### src/rtl/usb_sniffer_cfg_regs.sv
// AXI4-Lite config/status/IRQ register bank for the sniffer peripheral0 (0x8000_0000) region.
// Optional TIMESTAMP counter at 0x14 is built when USB_SNIFFER_CFG_TIMESTAMP_EN is defined.
module usb_sniffer_cfg_regs (
  input  logic        clk_i,
  input  logic        rst_i,
  input  logic        inport_awvalid_i,
  output logic        inport_awready_o,
  input  logic [31:0] inport_awaddr_i,
  input  logic        inport_wvalid_i,
  output logic        inport_wready_o,
  input  logic [31:0] inport_wdata_i,
  input  logic [3:0]  inport_wstrb_i,
  output logic        inport_bvalid_o,
  input  logic        inport_bready_i,
  output logic [1:0]  inport_bresp_o,
  input  logic        inport_arvalid_i,
  output logic        inport_arready_o,
  input  logic [31:0] inport_araddr_i,
  output logic        inport_rvalid_o,
  input  logic        inport_rready_i,
  output logic [31:0] inport_rdata_o,
  output logic [1:0]  inport_rresp_o,
  input  logic [31:0] status_i,
  input  logic [7:0]  irq_set_i,
  output logic [7:0]  cfg_ctrl_o,
  output logic [31:0] cfg_match_o,
  output logic        irq_o
);
  localparam logic [5:0] OFF_CTRL     = 6'h00;
  localparam logic [5:0] OFF_MATCH    = 6'h01;
  localparam logic [5:0] OFF_STATUS   = 6'h02;
  localparam logic [5:0] OFF_IRQ_STS  = 6'h03;
  localparam logic [5:0] OFF_IRQ_MASK = 6'h04;
  localparam logic [1:0] RESP_OKAY    = 2'b00;
  localparam logic [1:0] RESP_SLVERR  = 2'b10;

  logic        aw_held, w_held;
  logic [5:0]  aw_off_q;
  logic [31:0] w_dat_q;
  logic [3:0]  w_strb_q;
  logic        bvalid_q, rvalid_q;
  logic [1:0]  bresp_q, rresp_q;
  logic [31:0] rdata_q;
  logic [7:0]  ctrl_q, irq_sts_q, irq_mask_q;
  logic [31:0] match_q;
  logic        irq_q;

  logic        aw_fire, w_fire, ar_fire, commit;
  logic [5:0]  wr_off;
  logic [31:0] wr_dat;
  logic [3:0]  wr_strb;
  logic        wr_ctrl, wr_match, wr_sts, wr_mask, wr_err;
  logic [31:0] rd_dat;
  logic        rd_err;
  logic [7:0]  irq_clr;
`ifdef USB_SNIFFER_CFG_TIMESTAMP_EN
  localparam logic [5:0] OFF_TS = 6'h05;
  logic        wr_ts;
  logic [31:0] ts_q;
`endif

  function automatic logic [31:0] apply_strb(input logic [31:0] old_v,
                                             input logic [31:0] new_v,
                                             input logic [3:0]  strb);
    logic [31:0] res;
    for (int i = 0; i < 4; i++) res[8*i +: 8] = strb[i] ? new_v[8*i +: 8] : old_v[8*i +: 8];
    return res;
  endfunction

  // Readies depend only on state (and reset), never on the valids.
  assign inport_awready_o = rst_i & ~aw_held & ~bvalid_q;
  assign inport_wready_o  = rst_i & ~w_held & ~bvalid_q;
  assign inport_arready_o = rst_i & ~rvalid_q;

  assign aw_fire = inport_awvalid_i & inport_awready_o;
  assign w_fire  = inport_wvalid_i & inport_wready_o;
  assign ar_fire = inport_arvalid_i & inport_arready_o;
  assign commit  = (aw_held | aw_fire) & (w_held | w_fire);

  assign wr_off  = aw_held ? aw_off_q : inport_awaddr_i[7:2];
  assign wr_dat  = w_held ? w_dat_q : inport_wdata_i;
  assign wr_strb = w_held ? w_strb_q : inport_wstrb_i;

  always_comb begin
    wr_ctrl  = 1'b0;
    wr_match = 1'b0;
    wr_sts   = 1'b0;
    wr_mask  = 1'b0;
    wr_err   = 1'b0;
`ifdef USB_SNIFFER_CFG_TIMESTAMP_EN
    wr_ts    = 1'b0;
`endif
    if (commit) begin
      case (wr_off)
        OFF_CTRL:     wr_ctrl  = 1'b1;
        OFF_MATCH:    wr_match = 1'b1;
        OFF_STATUS:   ;
        OFF_IRQ_STS:  wr_sts   = 1'b1;
        OFF_IRQ_MASK: wr_mask  = 1'b1;
`ifdef USB_SNIFFER_CFG_TIMESTAMP_EN
        OFF_TS:       wr_ts    = 1'b1;
`endif
        default:      wr_err   = 1'b1;
      endcase
    end
  end

  always_comb begin
    rd_dat = '0;
    rd_err = 1'b0;
    case (inport_araddr_i[7:2])
      OFF_CTRL:     rd_dat = {24'h0, ctrl_q};
      OFF_MATCH:    rd_dat = match_q;
      OFF_STATUS:   rd_dat = status_i;
      OFF_IRQ_STS:  rd_dat = {24'h0, irq_sts_q};
      OFF_IRQ_MASK: rd_dat = {24'h0, irq_mask_q};
`ifdef USB_SNIFFER_CFG_TIMESTAMP_EN
      OFF_TS:       rd_dat = ts_q;
`endif
      default:      rd_err = 1'b1;
    endcase
  end

  // A set pulse in the same cycle as its W1C wins because it is OR-ed in after the clear.
  assign irq_clr = (wr_sts && wr_strb[0]) ? wr_dat[7:0] : 8'h00;

  always_ff @(posedge clk_i or negedge rst_i) begin
    if (!rst_i) begin
      aw_held    <= 1'b0;
      w_held     <= 1'b0;
      aw_off_q   <= '0;
      w_dat_q    <= '0;
      w_strb_q   <= '0;
      bvalid_q   <= 1'b0;
      bresp_q    <= RESP_OKAY;
      rvalid_q   <= 1'b0;
      rresp_q    <= RESP_OKAY;
      rdata_q    <= '0;
      ctrl_q     <= '0;
      match_q    <= '0;
      irq_sts_q  <= '0;
      irq_mask_q <= '0;
      irq_q      <= 1'b0;
    end else begin
      if (commit) begin
        aw_held <= 1'b0;
        w_held  <= 1'b0;
      end else begin
        if (aw_fire) begin
          aw_held  <= 1'b1;
          aw_off_q <= inport_awaddr_i[7:2];
        end
        if (w_fire) begin
          w_held   <= 1'b1;
          w_dat_q  <= inport_wdata_i;
          w_strb_q <= inport_wstrb_i;
        end
      end
      if (commit) begin
        bvalid_q <= 1'b1;
        bresp_q  <= wr_err ? RESP_SLVERR : RESP_OKAY;
      end else if (inport_bready_i) begin
        bvalid_q <= 1'b0;
      end
      if (ar_fire) begin
        rvalid_q <= 1'b1;
        rdata_q  <= rd_dat;
        rresp_q  <= rd_err ? RESP_SLVERR : RESP_OKAY;
      end else if (inport_rready_i) begin
        rvalid_q <= 1'b0;
      end
      if (wr_ctrl && wr_strb[0]) ctrl_q <= wr_dat[7:0];
      if (wr_match) match_q <= apply_strb(match_q, wr_dat, wr_strb);
      if (wr_mask && wr_strb[0]) irq_mask_q <= wr_dat[7:0];
      irq_sts_q <= (irq_sts_q & ~irq_clr) | irq_set_i;
      irq_q     <= |(irq_sts_q & irq_mask_q);
    end
  end

`ifdef USB_SNIFFER_CFG_TIMESTAMP_EN
  always_ff @(posedge clk_i or negedge rst_i) begin
    if (!rst_i)     ts_q <= '0;
    else if (wr_ts) ts_q <= apply_strb(ts_q, wr_dat, wr_strb);
    else            ts_q <= ts_q + 32'd1;
  end
`endif

  logic unused_addr_bits;
  assign unused_addr_bits = ^{inport_awaddr_i[31:8], inport_awaddr_i[1:0],
                              inport_araddr_i[31:8], inport_araddr_i[1:0]};

  assign inport_bvalid_o = bvalid_q;
  assign inport_bresp_o  = bresp_q;
  assign inport_rvalid_o = rvalid_q;
  assign inport_rdata_o  = rdata_q;
  assign inport_rresp_o  = rresp_q;
  assign cfg_ctrl_o      = ctrl_q;
  assign cfg_match_o     = match_q;
  assign irq_o           = irq_q;
endmodule
### config.mk
export PLATFORM = sky130hd
export DESIGN_NAME = usb_sniffer_cfg_regs
export DESIGN_NICKNAME = d
export VERILOG_FILES = /design/src/rtl/usb_sniffer_cfg_regs.sv
export SDC_FILE = /design/constraint.sdc
export NUM_CORES = 1
export LEC_CHECK = 0
export BUFFER_PORTS_ARGS = -buffer_cell sky130_fd_sc_hd__buf_2
export CAP_MARGIN = 20
export CELL_PAD_IN_SITES_DETAIL_PLACEMENT = 0
export CELL_PAD_IN_SITES_GLOBAL_PLACEMENT = 1
export CORE_ASPECT_RATIO = 1.4
export CORE_UTILIZATION = 41
export DETAILED_ROUTE_END_ITERATION = 10
export PLACE_DENSITY_LB_ADDON = 0.08
export SLEW_MARGIN = 40
export SYNTH_ARGS = -nofsm -noshare
export SYNTH_HDL_FRONTEND = slang
export SYNTH_SLANG_ARGS = --single-unit
### constraint.sdc
create_clock -name clk_i -period 3.7 [get_ports clk_i]
set_input_delay 0.185 -clock clk_i [delete_from_list [all_inputs] [get_ports clk_i]]
set_output_delay 0.185 -clock clk_i [all_outputs]
set_load 0.05 [all_outputs]
Word level (Yosys, flattened, before mapping)
Index checks and enable logic that the tools add are counted.
Storage, ports and cells
  register bits: 139
  latch bits: 0
  RAM bits: 0
  memory bits (read-only): 0
  bits of input ports: 147
  output and inout bits: 82
  logic and storage cells: 89
  memories kept: 0
Cells by class
  $add $sub $neg: 0
  multiply operators: 0
  div/mod/pow operators: 0
  $lt $le $gt $ge: 0
  equal/unequal tests: 8
  shift operators: 0
  muxes and demuxes: 25
  bitwise gates (word level): 20
  reductions and logical operators: 18
Operator list (count)
  one-hot mux 32 bit (5 select lines): 1
  2-to-1 mux 32 bit: 1
  equality test 6 x 2 -> 1 bit, second input constant: 4
  2-to-1 mux 1 bit: 18
  AND 8 bit: 2
  equality test 6 x 1 -> 1 bit, second input constant: 2
  equality test 6 x 3 -> 1 bit, second input constant: 2
  zero test 6 bit: 2
  AND reduction 2 bit: 6
  OR reduction 5 bit: 2
  AND 1 bit: 9
  2-to-1 mux 8 bit: 1
  NOT 8 bit: 1
  bitwise OR 8 bit: 1
  nonzero test 2 bit: 4
  OR reduction 8 bit: 1
  2-to-1 mux 6 bit: 1
  NOT 1 bit: 5
  2-to-1 mux 2 bit: 2
  2-to-1 mux 4 bit: 1
  logical AND 1 bit: 3
  bitwise OR 1 bit: 2

Depth between registers and ports, before layout
Gate-level depths: netlist of run 1.
  word-level depth: 12
  gate-level depth with buffers: 6
  mapped depth without buffers: 4

Worst setup path before layout of run 1
OpenSTA, ideal clock, no wires.
  path kind: flip-flop to flip-flop
  start point: reg rvalid_q, in the netlist inport_rvalid_o
  end point: reg rdata_q[24], in the netlist inport_rdata_o[24]
  library setup time: 0.083 ns
  arrival: 2.435 ns
  data required time: 3.617 ns
  path slack: 1.182 ns
  cell stages (with the launch flop): 7
  buffers on the path: 2
  clock period less this slack: 2.518 ns
  cell sequence: dfrtp_1 nor2b_1 and2_1 clkbuf_1 nand3_1 clkbuf_1 o21ai_0
On the way
  cells in the longest elaborated chain, start to end: 3
RTL lines
  from (decl): RTL line 41  | logic bvalid_q, rvalid_q;
  from (signal assigned): RTL line 136  | rvalid_q <= 1'b0;
  from (signal assigned): RTL line 166  | rvalid_q <= 1'b1;
  from (signal assigned): RTL line 170  | rvalid_q <= 1'b0;
  NOT 1 bit: RTL line 73  | assign inport_arready_o = rst_i & ~rvalid_q;
  AND 1 bit: RTL line 73
  net inport_arready_o: RTL line 17  | output logic inport_arready_o,
  AND 1 bit: RTL line 77  | assign ar_fire = inport_arvalid_i & inport_arready_o;
  to (signal assigned): RTL line 167  | rdata_q <= rd_dat;
  to (decl): RTL line 43  | logic [31:0] rdata_q;
The timed path passes the listed nets, and every way through them passes these cells.
A chain may end at the register's enable or synchronous reset.

Worst setup path in the final report of run 1
  start point: reg aw_held
  end point: reg ctrl_q[7], in the netlist cfg_ctrl_o[7]
On the way
  cells in the longest elaborated chain, start to end: 8
  elaborated cells on any way between the ends: 11
  classes of those cells: mux: 3; bitwise: 6; reduce/logical: 2
RTL lines
  from (decl): RTL line 37  | logic aw_held, w_held;
  from (signal assigned): RTL line 129  | aw_held <= 1'b0;
  from (signal assigned): RTL line 146  | aw_held <= 1'b0;
  from (signal assigned): RTL line 150  | aw_held <= 1'b1;
  NOT 1 bit: RTL line 71  | assign inport_awready_o = rst_i & ~aw_held & ~bvalid_q;
  AND 1 bit (2 in a row): RTL line 71
  AND 1 bit: RTL line 75  | assign aw_fire = inport_awvalid_i & inport_awready_o;
  bitwise OR 1 bit: RTL line 78  | assign commit = (aw_held | aw_fire) & (w_held | w_fire);
  AND 1 bit: RTL line 78
  2-to-1 mux 1 bit *: RTL line 93  | if (commit) begin
  logical AND 1 bit *: RTL line 172  | if (wr_ctrl && wr_strb[0]) ctrl_q <= wr_dat[7:0];
  to (signal assigned): RTL line 172
  to (decl): RTL line 44  | logic [7:0] ctrl_q, irq_sts_q, irq_mask_q;
Every way passes the cells marked *; elsewhere a longest branch is shown, timed or not.

==> results of run 1 <==
## per-stage QoR
| step | cells | setup WS (ns) |
|---|---|---|
| after floorplan | 490 | 1.18 |
| after global placement | 839 | 0.944 |
| after detailed placement | 839 | 0.896 |
| after CTS | 907 | 0.890 |
| after global routing | 908 | 0.804 |
| final | 908 | 0.897 |
## worst paths after layout
check | end | start | slack (ns)
hold / removal | w_dat_q[4]$_DFFE_PN0P_ | inport_wdata_i[4] | 0.02
setup reg to reg | cfg_ctrl_o[7]$_DFFE_PN0P_ | aw_held$_DFFE_PN0P_ | 0.90
min in group asynchronous | cfg_ctrl_o[1]$_DFFE_PN0P_ | rst_i | 0.19
setup / recovery | cfg_ctrl_o[7]$_DFFE_PN0P_ | aw_held$_DFFE_PN0P_ | 0.90
hold reg to reg | inport_rdata_o[21]$_DFFE_PN0P_ | inport_rdata_o[21]$_DFFE_PN0P_ | 0.48
max in group asynchronous | w_held$_DFFE_PN0P_ | rst_i | 2.56
## state kept, by name, indices dropped and copies added (netlist names), 4 cells and up
signal	flops
aw_off_q	6
cfg_ctrl_o	8
cfg_match_o	32
inport_rdata_o	32
irq_mask_q	8
irq_sts_q	8
w_dat_q	32
w_strb_q	4
## logic make-up (layout without fill, tap and decap cells)
logic type | after synthesis | in the layout | share of synthesized area (%)
other | 1 | 3 | 0.0601
flip-flops | 137 | 137 | 55.0
multiplexers | 136 | 136 | 24.4
buffers and inverters | 31 | 256 | 2.09
AND/OR/NAND/NOR | 87 | 87 | 8.06
AO/OA/AOI/OAI | 97 | 97 | 10.5
## worst reg2reg max path, delay by kind of cell, from the launching register on
kind	cells	cell delay, ns
and+or+nand+nor	2	1.32
muxes	1	0.41
AOI/OAI and AO/OA	1	0.33
DFF	1	0.63
## placed cells by master, fill, tap and decap left out, drive strengths merged, types with 5 or more instances in the layout
| cell type | instances |
|---|---|
| nand3b | 6 |
| inv | 5 |
| nand4 | 9 |
| dfrtp | 137 |
| dlygate4sd3 | 37 |
| a22oi | 29 |
| nor2 | 11 |
| a21oi | 10 |
| mux2 | 127 |
| o21ai | 28 |
| a2bb2oi | 8 |
| nand2 | 35 |
| clkbuf | 21 |
| nand3 | 5 |
| a21o | 8 |
| a31oi | 8 |
| mux2i | 9 |
| buf | 184 |
## per-layer routing
metal	GRT usage (%)	wire length (µm)
met1	27.2	7010
met2	39.1	8560
met3	5.29	717
met4	7.29	272
met5	0	0
## power by group through the flow
stage / clock network [mW] / registers, mW / logic [mW]
2_1_floorplan: 0 / 2.59 / 0.903
5_1_grt: 1.92 / 2.26 / 1.91
3_5_place_dp: 0 / 2.22 / 1.78
6_report: 1.81 / 2.20 / 1.79
3_3_place_gp: 0 / 2.20 / 1.74
4_1_cts: 1.86 / 2.20 / 1.82
## synth_stat cells (2+ instances only)
cell / count
o21ai_1: 5
a22oi_1: 28
nand2_1: 35
nand4_1: 9
a2bb2oi_1: 8
clkbuf_1: 16
dfrtp_1: 137
a31oi_1: 8
a211oi_1: 2
buf_4: 3
nand3_1: 2
or3b_2: 2
inv_1: 4
nor2_1: 11
a21oi_1: 9
mux2i_1: 9
buf_1: 6
nand3b_1: 5
nor4b_1: 2
o21ai_0: 23
mux2_2: 127
nand3_4: 2
buf_2: 2
and3b_1: 2
nor3_1: 3
or3_1: 3
a21o_1: 8
## final cells by class
cell class                      instances  area [µm²]  area share (%)
Clock buffer                           21         470            5.63
Tap cell                              192         240            2.87
Inverter                                4        15.0           0.180
Multi-Input combinational cell        322        2710            32.4
Timing Repair Buffer                  221        1330            15.9
Clock inverter                         10         166            1.99
Sequential cell                       137        3430            41.0
Antenna cell                            1        2.50          0.0299
==> metrics.cfg, run 1 <==
[clock_tree]
cts.htree.levels=4
clock_sinks=137
postCtsHoldBufs=37
root_buffer=clkbuf_16
cts.repair.resized=0
tritoncts.num_buffers=17
clk_pin_slew_worst_paths_ns=0.06
clk_path_buf_depth=2
clock_latency_ns=0.42
post-cts-setup-buffers=0
cts_tree=yes

[timing]
max_freq_ghz=0.357
slew_headroom_pct=44.1
fin_setup_tns_ns=0
rsz0062_at_grt=no
setup_viol=0
final_max_slew_viol_count=0
period_share_pct=75.7
whs_ns=0.0194
final-hold-violation-count=0
finalCriticalPeriod_ns=2.80
skew_ns=0.0102
tightest_slew_ns=0.834

[die]
io_pins=229
die-height_um=148
coreArea_mm2=0.0149
start_util_pct=41.8
die_x_um=106
placementRows=53
dieArea_mm2=0.0157

[route]
drtIter0Drc=203
drcViolationCount=0
detail-route-antenna-nets=0
vias_per_cell=5.33
wirelength_mm=16.6
drtPass1Iterations=5
num_vias=4839
avgRoutedWirePerCell_um=18.2

[pwr]
total_power_mw=5.80
leakagePower_nw=3.89
irDropWorstVdd_uv=291
power_density_mw_per_mm2=694
combinationalPowerShare_pct=30.9
sw_frac_of_total_pct=34.1
p_seq_share_pct=37.9
pwr-share-clk_pct=31.3
p_int_mw=3.82
power_switching_mw=1.98

[yosys]
ys_warn_count=0
ys_types=45
syn_inst=489
mappedNetlistArea_mm2=0.00624
synth_top_area_cell=dfrtp_1
ys_seq_area_share_pct=55.0
synth.area.top_cells=dfrtp_1, mux2_2, a22oi_1, nand2_1, o21ai_0
synth_top_area_share_pct=55.0
async_reset_ff_share_pct=100
ys.flop_type=dfrtp_1
synth_edf_count=0
synth_seq_cells=137
syn-mean-instance-area_um2=12.8

[grt]
overflow=0
grt_pass1_wl_mm=26.7
grt_pass1_vias=5038
grt_max_degree=72
antenna_found_initial=1
grt_use_total_pct=22.4

[status]
status=finished clean

[place]
placed_cell_area_mm2=0.00735
place_congestion=0.773
numPortBuffers=174
dp_hpwl_mm=11.5

[layout]
final_layout_size_suffix_gt1_share_pct=49.7
fillers=1368
design_area_mm2=0.00836
layout.nets=850
syn2layout_area_growth_pct=34.1
fin_util_pct=56.1

[worst_setup_path]
cp.depth=4
worstPathCellList=or3b_2, a21oi_4, nor4b_4, mux2_2
worst-path-buf-inv=0
arrival_ns=3.10
required_ns=4.00
cp_slowest_cell=nor4b_4
slowest_delay_ns=0.75
critPathKind=reg -> reg
crit_family=simple AND/OR/NAND/NOR gates
path_max_fanout=16
cp-end-kind=register
crit_path_start_kind=register
reg2reg_depth=4

[min_path]
hp-class=in -> reg
hold_path_depth=2

[run]
cap_violations=0

Note: power is estimated with default switching activity, not from simulation.
==> inputs of run 2 (changes only) <==
Settings changed: ABC_AREA set to 1, CORE_UTILIZATION 41 to 33.
Clock period 3.7 ns to 2.3 ns, I/O delays scaled along.
==> run 2 against run 1 <==
Routed wire length increased by 17%. Global-route usage decreased by 3.2 points. Critical path depth increased by 5. Combinational power increased by 73%. Die area increased by 36%. Hold slack got worse by 0.0053 ns. Cell area increased by 8.7%. Non-clock buffer count increased by 15. Via count increased by 26%. First-iteration DRC count increased by 86%. Largest power group unchanged. Highest routed layer unchanged.
==> metrics.cfg, run 2 <==
[status]
status=finished clean

[yosys]
async_reset_ff_share_pct=100  ; unchanged
synth_top_area_cell=dfrtp_1
synth.area.top_cells=dfrtp_1, nand2_1, o21ai_0, inv_1, o21ai_2
ys.flop_type=dfrtp_1
synth_top_area_share_pct=49.9  ; -5.0 points
ys_warn_count=0  ; unchanged
synth_edf_count=0  ; unchanged
syn_inst=879  ; +80%
syn-mean-instance-area_um2=7.81  ; -39%
mappedNetlistArea_mm2=0.00686  ; +10%
yosysMostFrequentCell=nand2_1
ys_types=27  ; -40%
synth_seq_cells=137  ; unchanged
ys_seq_area_share_pct=49.9  ; -5.0 points
synthTopCellsByCount=nand2_1, dfrtp_1, inv_1, o21ai_0, nor2_1

[min_path]
hp-class=in -> reg
worst_hold_path.endpoint=w_dat_q[24]$_DFFE_PN0P_
hold_path_depth=3  ; +1
holdCritStartpoint=inport_wdata_i[24]

[worst_setup_path]
rrSetupSlack_ns=0.42  ; -0.48 ns
worst-path-buf-inv=4  ; +4
reg2reg_depth=9  ; +5
cp_slowest_cell=dlygate4sd3_1
crit_path_frequent_cell=nand2_1
critPathKind=in -> reg
crit_family=buffers and inverters
worstReg2RegStart=aw_held$_DFFE_PN0P_
crit_path_start_kind=input pin
arrival_ns=2.27  ; -0.83 ns
required_ns=2.65  ; -1.35 ns
path_max_fanout=24  ; +8
r2r_end=cfg_match_o[14]$_DFFE_PN0P_
cp-end-kind=register
slowest_delay_ns=0.54  ; -0.21 ns
worstPathCellList=dlygate4sd3_1, buf_6, nand2_1, o21ai_1, nand2_2, inv_4, buf_4, nand4_1, nand2_1

[clock_tree]
cts.htree.levels=4  ; unchanged
post-cts-setup-buffers=0  ; unchanged
clock_latency_ns=0.42  ; about the same
clk_pin_slew_worst_paths_ns=0.06  ; about the same
cts.repair.resized=0  ; unchanged
cts_tree=yes
clock_sinks=137  ; unchanged
postCtsHoldBufs=49  ; +32%
tritoncts.num_buffers=17  ; unchanged
clk_path_buf_depth=2  ; unchanged
root_buffer=clkbuf_16

[timing]
final_max_slew_viol_count=0  ; unchanged
fin_setup_tns_ns=0  ; unchanged
setup_ws_ns=0.377  ; -0.520 ns
setup_viol=0  ; unchanged
max_freq_ghz=0.520
slew_headroom_pct=61.9  ; +18 points
rsz0062_at_grt=no
period_share_pct=83.6
skew_ns=0.0109  ; +0.000658 ns
final-hold-violation-count=0  ; unchanged
tightest_slew_ns=0.570  ; -0.264 ns
finalCriticalPeriod_ns=1.92

[route]
num_vias=6086  ; +26%
drtIter0Drc=378  ; +86%
drtPass1Iterations=5  ; unchanged
detail-route-antenna-nets=0  ; unchanged
wirelength_mm=19.3  ; +17%
avgRoutedWirePerCell_um=14.2  ; -22%
drcViolationCount=0  ; unchanged
vias_per_cell=4.47  ; -16%

[layout]
layout.nets=1240  ; +46%
layout_common_cells=nand2_1, buf_2, dfrtp_1, inv_1, o21ai_0
design_area_mm2=0.00909  ; +8.7%
syn2layout_area_growth_pct=32.4
layout.cells.most_common=nand2_1
instances_no_fill=1362  ; +50%
n_antenna_cell=0  ; -1
final_layout_size_suffix_gt1_share_pct=25.1  ; -25 points

[place]
dp_hpwl_mm=13.7  ; +19%
pre_cts_ws_ns=0.393  ; -0.504 ns
dp_cells=1281  ; +53%
placed_cell_area_mm2=0.00798  ; +8.5%
numPortBuffers=174  ; unchanged
place_congestion=0.771  ; -0.23%

[grt]
overflow=0  ; unchanged
grt_pass1_vias=5887  ; +17%
grt_pass1_wl_mm=31.8  ; +19%
antenna_found_initial=0  ; -1
grt_use_total_pct=19.2  ; -3.2 points
grt_max_degree=88  ; +22%

[die]
die_x_um=124  ; +17%
coreArea_mm2=0.0205  ; +37%
start_util_pct=33.5  ; -8.3 points
io_pins=229  ; unchanged
die-height_um=173  ; +17%
dieArea_mm2=0.0214  ; +36%
placementRows=62  ; +17%

[pwr]
irDropWorstVdd_uv=573  ; +97%
total_power_mw=9.43  ; +62%
power_density_mw_per_mm2=1040  ; +49%
leakagePower_nw=5.10  ; +31%

[run]
cap_violations=0  ; unchanged

## run 2: changes by cell type after synthesis, moves of 9 or more
cell     change
a21oi_1      -9
o21ai_2     +27
buf_2       +15
mux2_2     -127
a22oi_1     -28
nand3_1     +44
nor2_1      +36
o21ai_0     +87
mux2i_1      -9
inv_1      +115
nand2_1    +242
nand4_1     +17
## run 2: layout make-up
cell class	count	area (µm²)
inverters	125	474
fillers	2191	11400
clock buffers	22	474
well taps	256	320
multi-input cells	576	2730
flip-flops and latches	137	3430
clock inverters	10	141
repair buffers	236	1520
## run 2: worst max-delay path by stage
stage / depth (start not counted) / slack [ns] / startpoint / to
2_1_floorplan: 7 / 0.03 / inport_rvalid_o$_DFFE_PN0P_ / inport_rdata_o[5]$_DFFE_PN0P_
3_3_place_gp: 9 / 0.42 / aw_held$_DFFE_PN0P_ / cfg_match_o[13]$_DFFE_PN0P_
3_5_place_dp: 9 / 0.39 / aw_held$_DFFE_PN0P_ / cfg_match_o[14]$_DFFE_PN0P_
4_1_cts: 9 / 0.37 / rst_i / inport_rdata_o[4]$_DFFE_PN0P_
5_1_grt: 9 / 0.10 / rst_i / inport_rdata_o[7]$_DFFE_PN0P_
6_report: 9 / 0.38 / rst_i / cfg_match_o[21]$_DFFE_PN0P_
## run 2: worst register-to-register path: stages (launching register included)
cell     delay [ns]
dfrtp_1        0.52
inv_4          0.09
nand2_1        0.07
nand2_1        0.07
nor2_2         0.14
nand2_2        0.13
nor2_8         0.31
nand3_2        0.25
nand2_1        0.13
nand2_1        0.05
## run 2: power by group
group          internal (mW)  total [mW]  switching [mW]  leakage, nW
Sequential              3.02        3.47           0.443         1.78
Clock                   1.80        2.86            1.07        0.297
Combinational          0.882        3.09            2.21         3.02
## run 2: metal layers
layer	track usage, %	vias up	share of wire [%]
met2	28.7	154	45
met4	4.46	0	0.56
met3	3.86	7	4.7
met5	0	-	0
li1	-	3198	-
met1	28.5	2727	50
## run 2: kinds of logic (layout without fill, tap and decap cells)
kind of cell | after synthesis | count (layout) | synth area share [%]
buf+inv | 167 | 393 | 10.3
compound gates | 151 | 151 | 12.9
other cells | 1 | 2 | 0.0546
simple gates | 423 | 423 | 26.7
flops | 137 | 137 | 49.9
## run 2: through the flow
step / util (%) / hold WS (ns)
finish: 44.4 / 0.0142
detailed placement: 39.0 / -0.0101
global placement: 39.0 / -0.0131
global route: 44.4 / 0.0155
CTS: 44.4 / 0.00168
floorplan: - / -0.181
